**src/rtl/fetch_unit.sv**
```systemverilog
// Instruction fetch front end: issues in-order memory requests and queues the
// returned words for decode, dropping responses made stale by a redirect.
module fetch_unit #(
  parameter int DEPTH = 2
) (
  input  logic        clk,
  input  logic        rst_n,
  input  logic [31:0] pc_i,
  output logic [31:0] next_pc_o,
  input  logic        redirect_i,
  input  logic [31:0] redirect_pc_i,
  input  logic        halt_i,
  output logic        imem_req_valid_o,
  output logic [31:0] imem_req_addr_o,
  input  logic        imem_req_ready_i,
  input  logic        imem_rsp_valid_i,
  input  logic [31:0] imem_rsp_data_i,
  output logic        if_valid_o,
  output logic [31:0] if_pc_o,
  output logic [31:0] if_instr_o,
  input  logic        if_ready_i
);

  localparam int CW = $clog2(DEPTH + 1);
  localparam int PW = (DEPTH > 1) ? $clog2(DEPTH) : 1;
  localparam logic [CW-1:0] DEPTH_C = CW'(DEPTH);
  localparam logic [CW:0]   DEPTH_W = (CW + 1)'(DEPTH);
  localparam logic [CW-1:0] ONE_C   = CW'(1);

  logic [CW-1:0] out_cnt;
  logic [CW-1:0] drop_cnt;
  logic [CW-1:0] buf_cnt;
  logic [CW-1:0] live_cnt;
  logic [CW:0]   occupancy;

  logic [PW-1:0] pcq_wr;
  logic [PW-1:0] pcq_rd;
  logic [PW-1:0] buf_wr;
  logic [PW-1:0] buf_rd;

  logic [31:0] pcq       [DEPTH];
  logic [31:0] buf_pc    [DEPTH];
  logic [31:0] buf_instr [DEPTH];

  logic issue;
  logic accept;
  logic rsp;
  logic buf_push;
  logic consume;
  logic unused_addr_bits;

  function automatic logic [PW-1:0] next_ptr(input logic [PW-1:0] p);
    return (p == PW'(DEPTH - 1)) ? '0 : p + PW'(1);
  endfunction

  // Stale in-flight requests do not count against buffer space: their
  // responses will be discarded and never occupy an entry.
  always_comb begin
    live_cnt  = out_cnt - drop_cnt;
    occupancy = {1'b0, live_cnt} + {1'b0, buf_cnt};
    issue     = rst_n && !redirect_i && !halt_i && (out_cnt < DEPTH_C) && (occupancy < DEPTH_W);
    accept    = issue && imem_req_ready_i;
    rsp       = imem_rsp_valid_i && (out_cnt != '0);
    buf_push  = rsp && (drop_cnt == '0) && !redirect_i;
    consume   = (buf_cnt != '0) && if_ready_i && !redirect_i;
    if (rst_n && redirect_i) begin
      next_pc_o = {redirect_pc_i[31:2], 2'b00};
    end else if (accept) begin
      next_pc_o = pc_i + 32'd4;
    end else begin
      next_pc_o = pc_i;
    end
  end

  assign unused_addr_bits = ^redirect_pc_i[1:0];

  assign imem_req_valid_o = issue;
  assign imem_req_addr_o  = pc_i;
  assign if_valid_o       = (buf_cnt != '0);
  assign if_pc_o          = if_valid_o ? buf_pc[buf_rd] : '0;
  assign if_instr_o       = if_valid_o ? buf_instr[buf_rd] : '0;

  always_ff @(posedge clk) begin
    if (accept) begin
      pcq[pcq_wr] <= pc_i;
    end
    if (buf_push) begin
      buf_pc[buf_wr]    <= pcq[pcq_rd];
      buf_instr[buf_wr] <= imem_rsp_data_i;
    end
  end

  always_ff @(posedge clk or negedge rst_n) begin
    if (!rst_n) begin
      out_cnt  <= '0;
      drop_cnt <= '0;
      buf_cnt  <= '0;
      pcq_wr   <= '0;
      pcq_rd   <= '0;
      buf_wr   <= '0;
      buf_rd   <= '0;
    end else begin
      if (accept) begin
        pcq_wr <= next_ptr(pcq_wr);
      end
      if (rsp) begin
        pcq_rd <= next_ptr(pcq_rd);
      end
      out_cnt <= out_cnt + CW'(accept) - CW'(rsp);

      // No request issues during a redirect, so everything still
      // outstanding after this cycle's response belongs to the old path.
      if (redirect_i) begin
        drop_cnt <= out_cnt - CW'(rsp);
      end else if (rsp && (drop_cnt != '0)) begin
        drop_cnt <= drop_cnt - ONE_C;
      end

      if (redirect_i) begin
        buf_cnt <= '0;
        buf_wr  <= '0;
        buf_rd  <= '0;
      end else begin
        if (buf_push) begin
          buf_wr <= next_ptr(buf_wr);
        end
        if (consume) begin
          buf_rd <= next_ptr(buf_rd);
        end
        buf_cnt <= buf_cnt + CW'(buf_push) - CW'(consume);
      end
    end
  end

  no_buf_overflow: assert property (@(posedge clk) disable iff (!rst_n)
    !(buf_push && !consume && (buf_cnt == DEPTH_C)));

  no_orphan_response: assert property (@(posedge clk) disable iff (!rst_n)
    !(imem_rsp_valid_i && (out_cnt == '0)));

endmodule

```
**config.mk**
```make
export PLATFORM = sky130hd
export DESIGN_NAME = fetch_unit
export DESIGN_NICKNAME = d
export VERILOG_FILES = /design/src/rtl/fetch_unit.sv
export SDC_FILE = /design/constraint.sdc
export NUM_CORES = 1
export LEC_CHECK = 0
export BUFFER_PORTS_ARGS = -buffer_cell sky130_fd_sc_hd__buf_2
export CORE_ASPECT_RATIO = 0.7
export CORE_UTILIZATION = 35
export CTS_CLUSTER_DIAMETER = 30
export CTS_CLUSTER_SIZE = 40
export DETAILED_ROUTE_END_ITERATION = 10
export PLACE_DENSITY_LB_ADDON = 0.12
export SLEW_MARGIN = 10
export SYNTH_ARGS = -nofsm -noshare
export SYNTH_HDL_FRONTEND = slang
export SYNTH_SLANG_ARGS = --single-unit
```
**constraint.sdc**
```tcl
create_clock -name clk -period 12.6 [get_ports clk]
set_input_delay 1.26 -clock clk [delete_from_list [all_inputs] [get_ports clk]]
set_output_delay 1.26 -clock clk [all_outputs]
set_load 0.02 [all_outputs]
```
==> results of run 1 <==
-- cell usage in the layout, fill, tap and decap left out, types with 4 or more instances in the layout --
cell and count:
o21ai_0 12, o31ai_1 14, clkinv_2 8, clkinvlp_4 4
inv_1 9, clkinv_1 6, nor2_4 4, o211ai_1 5
nand2_1 24, and3_1 8, xnor2_1 10, nor2_1 87
mux2_2 33, mux2i_1 67, nand3_1 19, xor2_1 9
ha_1 8, edfxtp_1 192, clkbuf_16 41, clkbuf_1 4
or3_1 6, buf_4 6, and2_1 4, or4_1 22
buf_2 230, a31oi_1 20, dfrtp_1 8, nand4_1 10
-- worst reg2reg max path, delay by kind of cell, from the launching register on --
kind                       cells  cell delay, ns
adders and majority gates      2            0.75
xor gates and xnor gates       2            0.29
buffers and inverters          1            0.08
and+or+nand+nor                3            1.80
DFF                            1            0.37
-- per-layer routing --
| layer | up-vias | share of wire, % | global-route usage (%) |
|---|---|---|---|
| li1 | 2887 | - | - |
| met2 | 205 | 44 | 27.18 |
| met4 | 4 | 1.8 | 5.026 |
| met1 | 2974 | 47 | 23.93 |
| met3 | 47 | 6.2 | 4.312 |
| met5 | - | 0.096 | 0 |
-- through the flow --
step | area, um2 | total power [W] | utilization, %
floorplan | 9070 | 0.001156 | -
global placement | 10340 | 0.001294 | 41.28
detailed placement | 10340 | 0.001306 | 41.28
CTS | 11610 | 0.002305 | 46.38
global route | 11610 | 0.002378 | 46.38
finish | 11620 | 0.002273 | 46.39
-- state kept, by name (all words and copies together) (netlist names) --
signal / cells
buf_rd: 1
buf_cnt: 2
pcq: 64
pcq_wr: 1
buf_instr: 64
buf_pc: 64
buf_wr: 1
out_cnt: 2
pcq_rd: 1
drop_cnt: 2
-- final timing paths --
| path | to | slack [ns] | depth (start not counted) |
|---|---|---|---|
| setup reg to reg | pcq[0][29] | 8.89 | 8 |
| hold / removal | pcq_wr | 0.54 | 1 |
| max in group asynchronous | buf_rd | 11.65 | 1 |
| setup / recovery | next_pc_o[23] | 7.47 | 11 |
| min in group asynchronous | out_cnt[1] | 0.66 | 1 |
| hold reg to reg | pcq_wr | 0.54 | 1 |
-- cells in the mapped netlist (all sizes together), types with 6 or more instances --
| cell type | n | area (um2) |
|---|---|---|
| a31oi | 20 | 125.1 |
| and3 | 9 | 56.30 |
| buf | 40 | 272.8 |
| clkbuf | 26 | 97.59 |
| dfrtp | 10 | 250.2 |
| edfxtp | 192 | 5766 |
| ha | 8 | 100.1 |
| inv | 9 | 33.78 |
| mux2 | 33 | 371.6 |
| mux2i | 67 | 670.6 |
| nand2 | 24 | 90.09 |
| nand3 | 19 | 95.09 |
| nand4 | 10 | 62.56 |
| nor2 | 91 | 341.6 |
| o21ai | 12 | 60.06 |
| o31ai | 14 | 105.1 |
| or3 | 6 | 37.54 |
| or4 | 22 | 165.2 |
| xnor2 | 10 | 87.58 |
| xor2 | 9 | 78.83 |
-- area by class of cell --
cell class,count,share of cell area [%]
Tap cell,325,3.500
Clock inverter,27,2.025
Timing Repair Buffer,236,10.30
Sequential cell,202,51.83
Multi-Input combinational cell,378,23.08
Inverter,9,0.2908
Antenna cell,1,0.02154
Clock buffer,45,8.961
-- cell families after synthesis --
family,after synthesis
multiplexers,100
adder cells (fa/ha/maj),9
XOR/XNOR,19
buffers and inverters,75
flip-flops,202
AO/OA/AOI/OAI,54
AND/OR/NAND/NOR,196
-- power by group --
part / internal [W] / leakage [nW] / total [W] / switching, W
Clock: 0.000654 / 0.620 / 0.000990 / 0.000337
Sequential: 0.000802 / 1.85 / 0.000855 / 0.0000525
Combinational: 0.000174 / 1.86 / 0.000428 / 0.000253
==> metrics, run 1 <==
outcome completed; setup ws final 7.468 ns; fill count 2,304; area added between synthesis and finish 28.09%; Clock Pin Slew Worst Setup and Hold Paths 0.04 ns; total length of routed wires 22.83 mm; Synth Area in Compound Gates 3.904%; Yosys cell types 33; area of the multi-input gates 2681 um2; Post CTS Setup Buffer Count 0; DRC viols 0; CTS max path bufs 3; Placed Cells 1,150; largest family of logic cells by synthesized area multiplexers; Setup crit end kind output pin; Worst VDD drop between 90 and 100 uV; Worst slew margin approximately 28%; gr usage total ~17%; post-route setup TNS 0 ns; Startpoint Class flop; Finished Layout Cells 1,223; CP Cell Sequence inv_1, ha_1, xor2_1, xnor2_1, fa_1, nor4b_4, nand4_1, buf_4, or4_1, a31oi_1, buf_2; crit path from out_cnt[0]; Core ar. 25,040 um2; # port buffers 230; Post-CTS Resized 0; Sink Count ~200; HP Class reg2reg; CP bufs+invs 3; antenna viol nets, final 0; number of global-route vias before repair about 6.2k; area share of fa/ha/maj cells after synthesis under 10%; CTS tree done; Post-Syn Nets 767; xor/xnor cell area share of the yosys netlist under 10%; RSZ-0062 raised after global routing no; die outline height between 100 and 150 um; Avg Cell Area, Syn 13.85 um2; Final Hold Fails 0; Top delay family on crit path simple AND/OR/NAND/NOR gates; Worst-Skew Late Latency approximately 0.51 ns; final period utilization 40.73%; Post-synth EDFFs ~190; Iteration-0 DRC Markers 193; first-pass GRT wire length 35.03 mm; Critical Path AT 3.87 ns; Seq/Total Area, Yosys between 60% and 70%; mux cell area share after synthesis 11.49%; die width 194.4 um; Reg area approximately 6000 um2; slowest CP cell or4_1; YS warnings 0; pre-CTS WS 7.909 ns; FFs w/ async S/R, synth between 4 and 5%; Worst Tran Pin Value approximately 1.1 ns; DIE AREA 26,570 um2; final setup fails 0; Reg2Reg Launch Point out_cnt[0]; per-cell routed wire length 18.67 um; I/O pins 233; FMAX 0.1948 GHz; Post-synth top flop edfxtp_1; Cell Area, Synth 9070 um2; vias 6,117; Synth Area in Simple Gates 10.66%; MaxCap Viol Count 0; WP data required 11.34 ns; drt pass-1 iters 4; total grt overflow 0; Mapped Cells 655; initial antenna violation count 3; Hold Crit Start pcq_wr; initial core utilization between 30 and 40%; Power Dens Cells 195.6 nW/um2; layout net count 979; Vias/cell about 5.0; gpl congestion 0.7825; WS Path Type reg2out; Seq cells post-synth 202; largest net degree at the start of global routing 42; Worst Skew roughly 0.012 ns; Fin Hold WS 0.5404 ns; layout cell share with drive strength beyond 1 approximately 38%; Slowest Stage Delay on Critical Path around 0.55 ns; Clock Tree Root clkbuf_16; Site Rows 48; number of buffers created by CTS 40; Final min period 5.132 ns; Final Slew Violations 0; post-cts hold buffer count 0; dpl hpwl 15.20 mm; P_leak 4.334 nW; H-Tree Level Count 2; CP max FO 32
(Power assumes the default switching activity.)
==> run 2: changes to the inputs <==
Settings changed: ABC_AREA set to 1.
Clock period 12.6 ns to 5.1 ns, I/O delays scaled along.
==> run 2 against run 1 <==
Effect of this change:
- first-iteration DRC count is 49% higher
- cell area rose by 1.9%
- wire length up 2.8%
- count of clock-buffer cells in the layout is the same
- global-route usage down 0.19 points
- non-clock buffer count up 4
- worst hold slack worse by 0.34 ns
- critical path depth rose by 1
- sequential share of layout area shrank 0.97 points
- highest routed layer is now met4
==> metrics, run 2 <==
DIE AREA 26,990 um2 (was 26,570 um2); layout cell share with drive strength beyond 1 27.88% (was 38.46%); Site Rows 49 (was 48); die width 195.9 um (was 194.4 um); top cells by area, synth edfxtp_1, nand2_1, a21oi_1 (was edfxtp_1, mux2i_1, mux2_2); WS Path Type reg2out (unchanged); first-pass GRT wire length 35.16 mm (was 35.03 mm); Clock Tree Root clkbuf_16 (unchanged); total grt overflow 0 (unchanged); RR Endpoint pcq[1][17] (was pcq[0][29]); drt pass-1 iters 5 (was 4); Slowest Stage Delay on Critical Path 0.53 ns (was 0.55 ns); Pint 0.004104 W (was 0.001630 W); Flop pwr share 35.8% (was 37.6%); Power Dens Cells 496.0 nW/um2 (was 195.6 nW/um2); setup ws final 1.042 ns (was 7.468 ns); final setup fails 0 (unchanged); MaxCap Viol Count 0 (unchanged); CP max FO 19 (was 32); total length of routed wires 23.47 mm (was 22.83 mm); Clock Pin Slew Worst Setup and Hold Paths 0.05 ns (was 0.04 ns); Final Slew Violations 0 (unchanged); post-cts hold buffer count 1 (was 0); DRC viols 0 (unchanged); Core ar. 25,750 um2 (was 25,040 um2); # port buffers 230 (unchanged); Final Hold Fails 0 (unchanged); initial core utilization 35.78% (was 36.22%); Seq/Total Area, Yosys 65.30% (was 66.33%); CTS max path bufs 3 (unchanged); area added between synthesis and finish 28.44% (was 28.09%); number of buffers created by CTS 41 (was 40); Final min period ~4.1 ns; P_leak 5.107 nW (was 4.334 nW); most frequent cells in the layout nand2_1, buf_2, edfxtp_1 (was buf_2, edfxtp_1, nor2_1); Sw Pwr 0.001765 W (was 0.0006424 W); gr usage total 17.16% (was 17.35%); Post-synth top flop edfxtp_1 (unchanged); Switching Share 30.07% (was 28.27%); vias 6,758 (was 6,117); YS warnings 0 (unchanged); Setup crit end kind output pin (unchanged); Worst slew margin 21.51% (was 27.51%); dpl hpwl 15.81 mm (was 15.20 mm); Cell Area, Synth 9213 um2 (was 9070 um2); Hold Crit Start imem_rsp_data_i[3] (was pcq_wr); Reg2Reg Setup Slack 1.66 ns (was 8.89 ns); pre-CTS WS 1.539 ns (was 7.909 ns); largest net degree at the start of global routing 65 (was 42); Post-Syn Nets 1,004 (was 767); Reg2Reg Launch Point out_cnt[0] (unchanged); Mapped Cells 892 (was 655); FMAX 0.2464 GHz; number of global-route vias before repair 6,178 (was 6,176); Sink Count 202 (unchanged); layout net count 1,217 (was 979); Worst VDD drop 230.8 uV (was 99.07 uV); commonest non-fill, non-tap cell in the layout nand2_1 (was buf_2); Startpoint Class flop (unchanged); top-count cell post-synth nand2_1 (was edfxtp_1); Seq cells post-synth 202 (unchanged); Avg Cell Area, Syn 10.33 um2 (was 13.85 um2); CP most frequent cell xor2_1; Worst Skew 0.01372 ns (was 0.01201 ns); die outline height 137.7 um (was 136.7 um); Largest regs buf_instr x64, buf_pc x64, pcq x64 (unchanged); Commonest cells post-synth nand2_1, edfxtp_1, a21oi_1 (was edfxtp_1, nor2_1, mux2i_1); CP Cell Sequence inv_1, ha_1, xnor2_1, xor2_1, fa_1, nand2_2, nor2_4, nand3_4, nor2_2, xor2_1, o21ai_0, buf_2 (was inv_1, ha_1, xor2_1, xnor2_1, fa_1, nor4b_4, nand4_1, buf_4, or4_1, a31oi_1, buf_2); Worst-Skew Late Latency 0.50 ns (was 0.51 ns); combinational power share 20.8% (was 18.8%); per-cell routed wire length 15.99 um (was 18.67 um); outcome completed (unchanged); Iteration-0 DRC Markers 287 (was 193); antenna viol nets, final 0 (unchanged); Worst Tran Pin Value 1.177 ns (was 1.085 ns); R2R depth 10 (was 8); Yosys cell types 35 (was 33); WP data required 4.59 ns (was 11.34 ns); Post CTS Setup Buffer Count 0 (unchanged); Post-synth EDFFs 192 (unchanged); post-route setup TNS 0 ns (unchanged); clock power share 43.4% (was 43.6%); area leader, netlist edfxtp_1 (unchanged); I/O pins 233 (unchanged); Yosys top cell area share 62.58% (was 63.57%); gpl congestion 0.8065 (was 0.7825); Hold Path Cell Cnt 1 (unchanged); RSZ-0062 raised after global routing no (unchanged); initial antenna violation count 0 (was 3); slowest CP cell fa_1 (was or4_1); H-Tree Level Count 2 (unchanged); ant diodes 0 (was 1); HP Class in2reg (was reg2reg); Worst Hold Path EP buf_instr[0][3] (was pcq_wr); FFs w/ async S/R, synth 4.950% (unchanged); fill count 2,472 (was 2,304); Critical Path AT 3.55 ns (was 3.87 ns); CTS tree done (unchanged); Post-CTS Resized 0 (unchanged); final period utilization between 70 and 80%; Vias/cell 4.604 (was 5.002)
run 2: changes by cell type after synthesis, sizes merged, moves of 29 or more:
cell   previous run  this run
a21oi             0        66
nand3            19        48
nand2            24       336
mux2             33         0
nor2             91        48
mux2i            67         0
inv               9        49
run 2: metrics by stage:
step	area (um2)	power, W	hold WS [ns]	utilization (%)	instances
floorplan	9218	0.002913	0.2144	-	892
global placement	10470	0.003362	0.4155	40.67	1392
detailed placement	10470	0.003372	0.4148	40.67	1392
CTS	11830	0.005960	0.1760	45.95	1468
global route	11830	0.006179	0.1820	45.95	1468
finish	11830	0.005869	0.1998	45.95	1468
run 2: worst max-delay path by stage:
stage,startpoint,end,cells after the start,slack [ns]
CTS,out_cnt[0],next_pc_o[11],12,0.98
floorplan,imem_rsp_valid_i,buf_instr[0][0],4,1.0
global route,out_cnt[0],next_pc_o[11],12,0.81
finish,out_cnt[0],next_pc_o[11],12,1.04
global placement,out_cnt[0],next_pc_o[11],12,1.56
detailed placement,out_cnt[0],next_pc_o[11],12,1.54
run 2: final cells by class:
| type | instances | area [um2] | share of cell area [%] |
|---|---|---|---|
| repair buffers | 240 | 1229 | 10.38 |
| well taps | 331 | 414.1 | 3.500 |
| multi-input cells | 569 | 2630 | 22.23 |
| clock inverters | 30 | 287.8 | 2.432 |
| flip-flops and latches | 202 | 6017 | 50.85 |
| inverters | 51 | 192.7 | 1.628 |
| clock buffers | 45 | 1062 | 8.977 |
run 2: logic make-up (layout without fill, tap and decap cells):
logic type | Yosys count | count (layout) | share of synthesized area (%)
compound gates | 95 | 95 | 5.528
flops | 202 | 202 | 65.30
xor+xnor | 14 | 14 | 1.331
buf+inv | 121 | 366 | 6.492
fa+ha+maj | 9 | 9 | 1.304
simple gates | 451 | 451 | 20.05
run 2: critical path, delay by kind of cell (launching register included):
family | cells | cell delay [ns]
simple gates | 4 | 0.93
fa+ha+maj | 2 | 0.73
xor+xnor | 3 | 0.41
flops | 1 | 0.37
buf+inv | 2 | 0.31
compound gates | 1 | 0.28
run 2: metal layers:
metal  global-route usage, %  wire length (um)  vias to the layer above
met2                   26.26             10140                      229
met4                   4.384               281                        0
met5                       0                 0                        -
li1                        -                 -                     3416
met1                   24.87             11720                     3082
met3                   3.427              1331                       31
run 2: power by group through the flow:
stage	clock network [W]	logic, W	registers, W
floorplan	0	0.000829	0.00208
global placement	0	0.00123	0.00213
detailed placement	0	0.00124	0.00213
CTS	0.00261	0.00125	0.00211
global route	0.00269	0.00137	0.00212
finish	0.00255	0.00122	0.00210
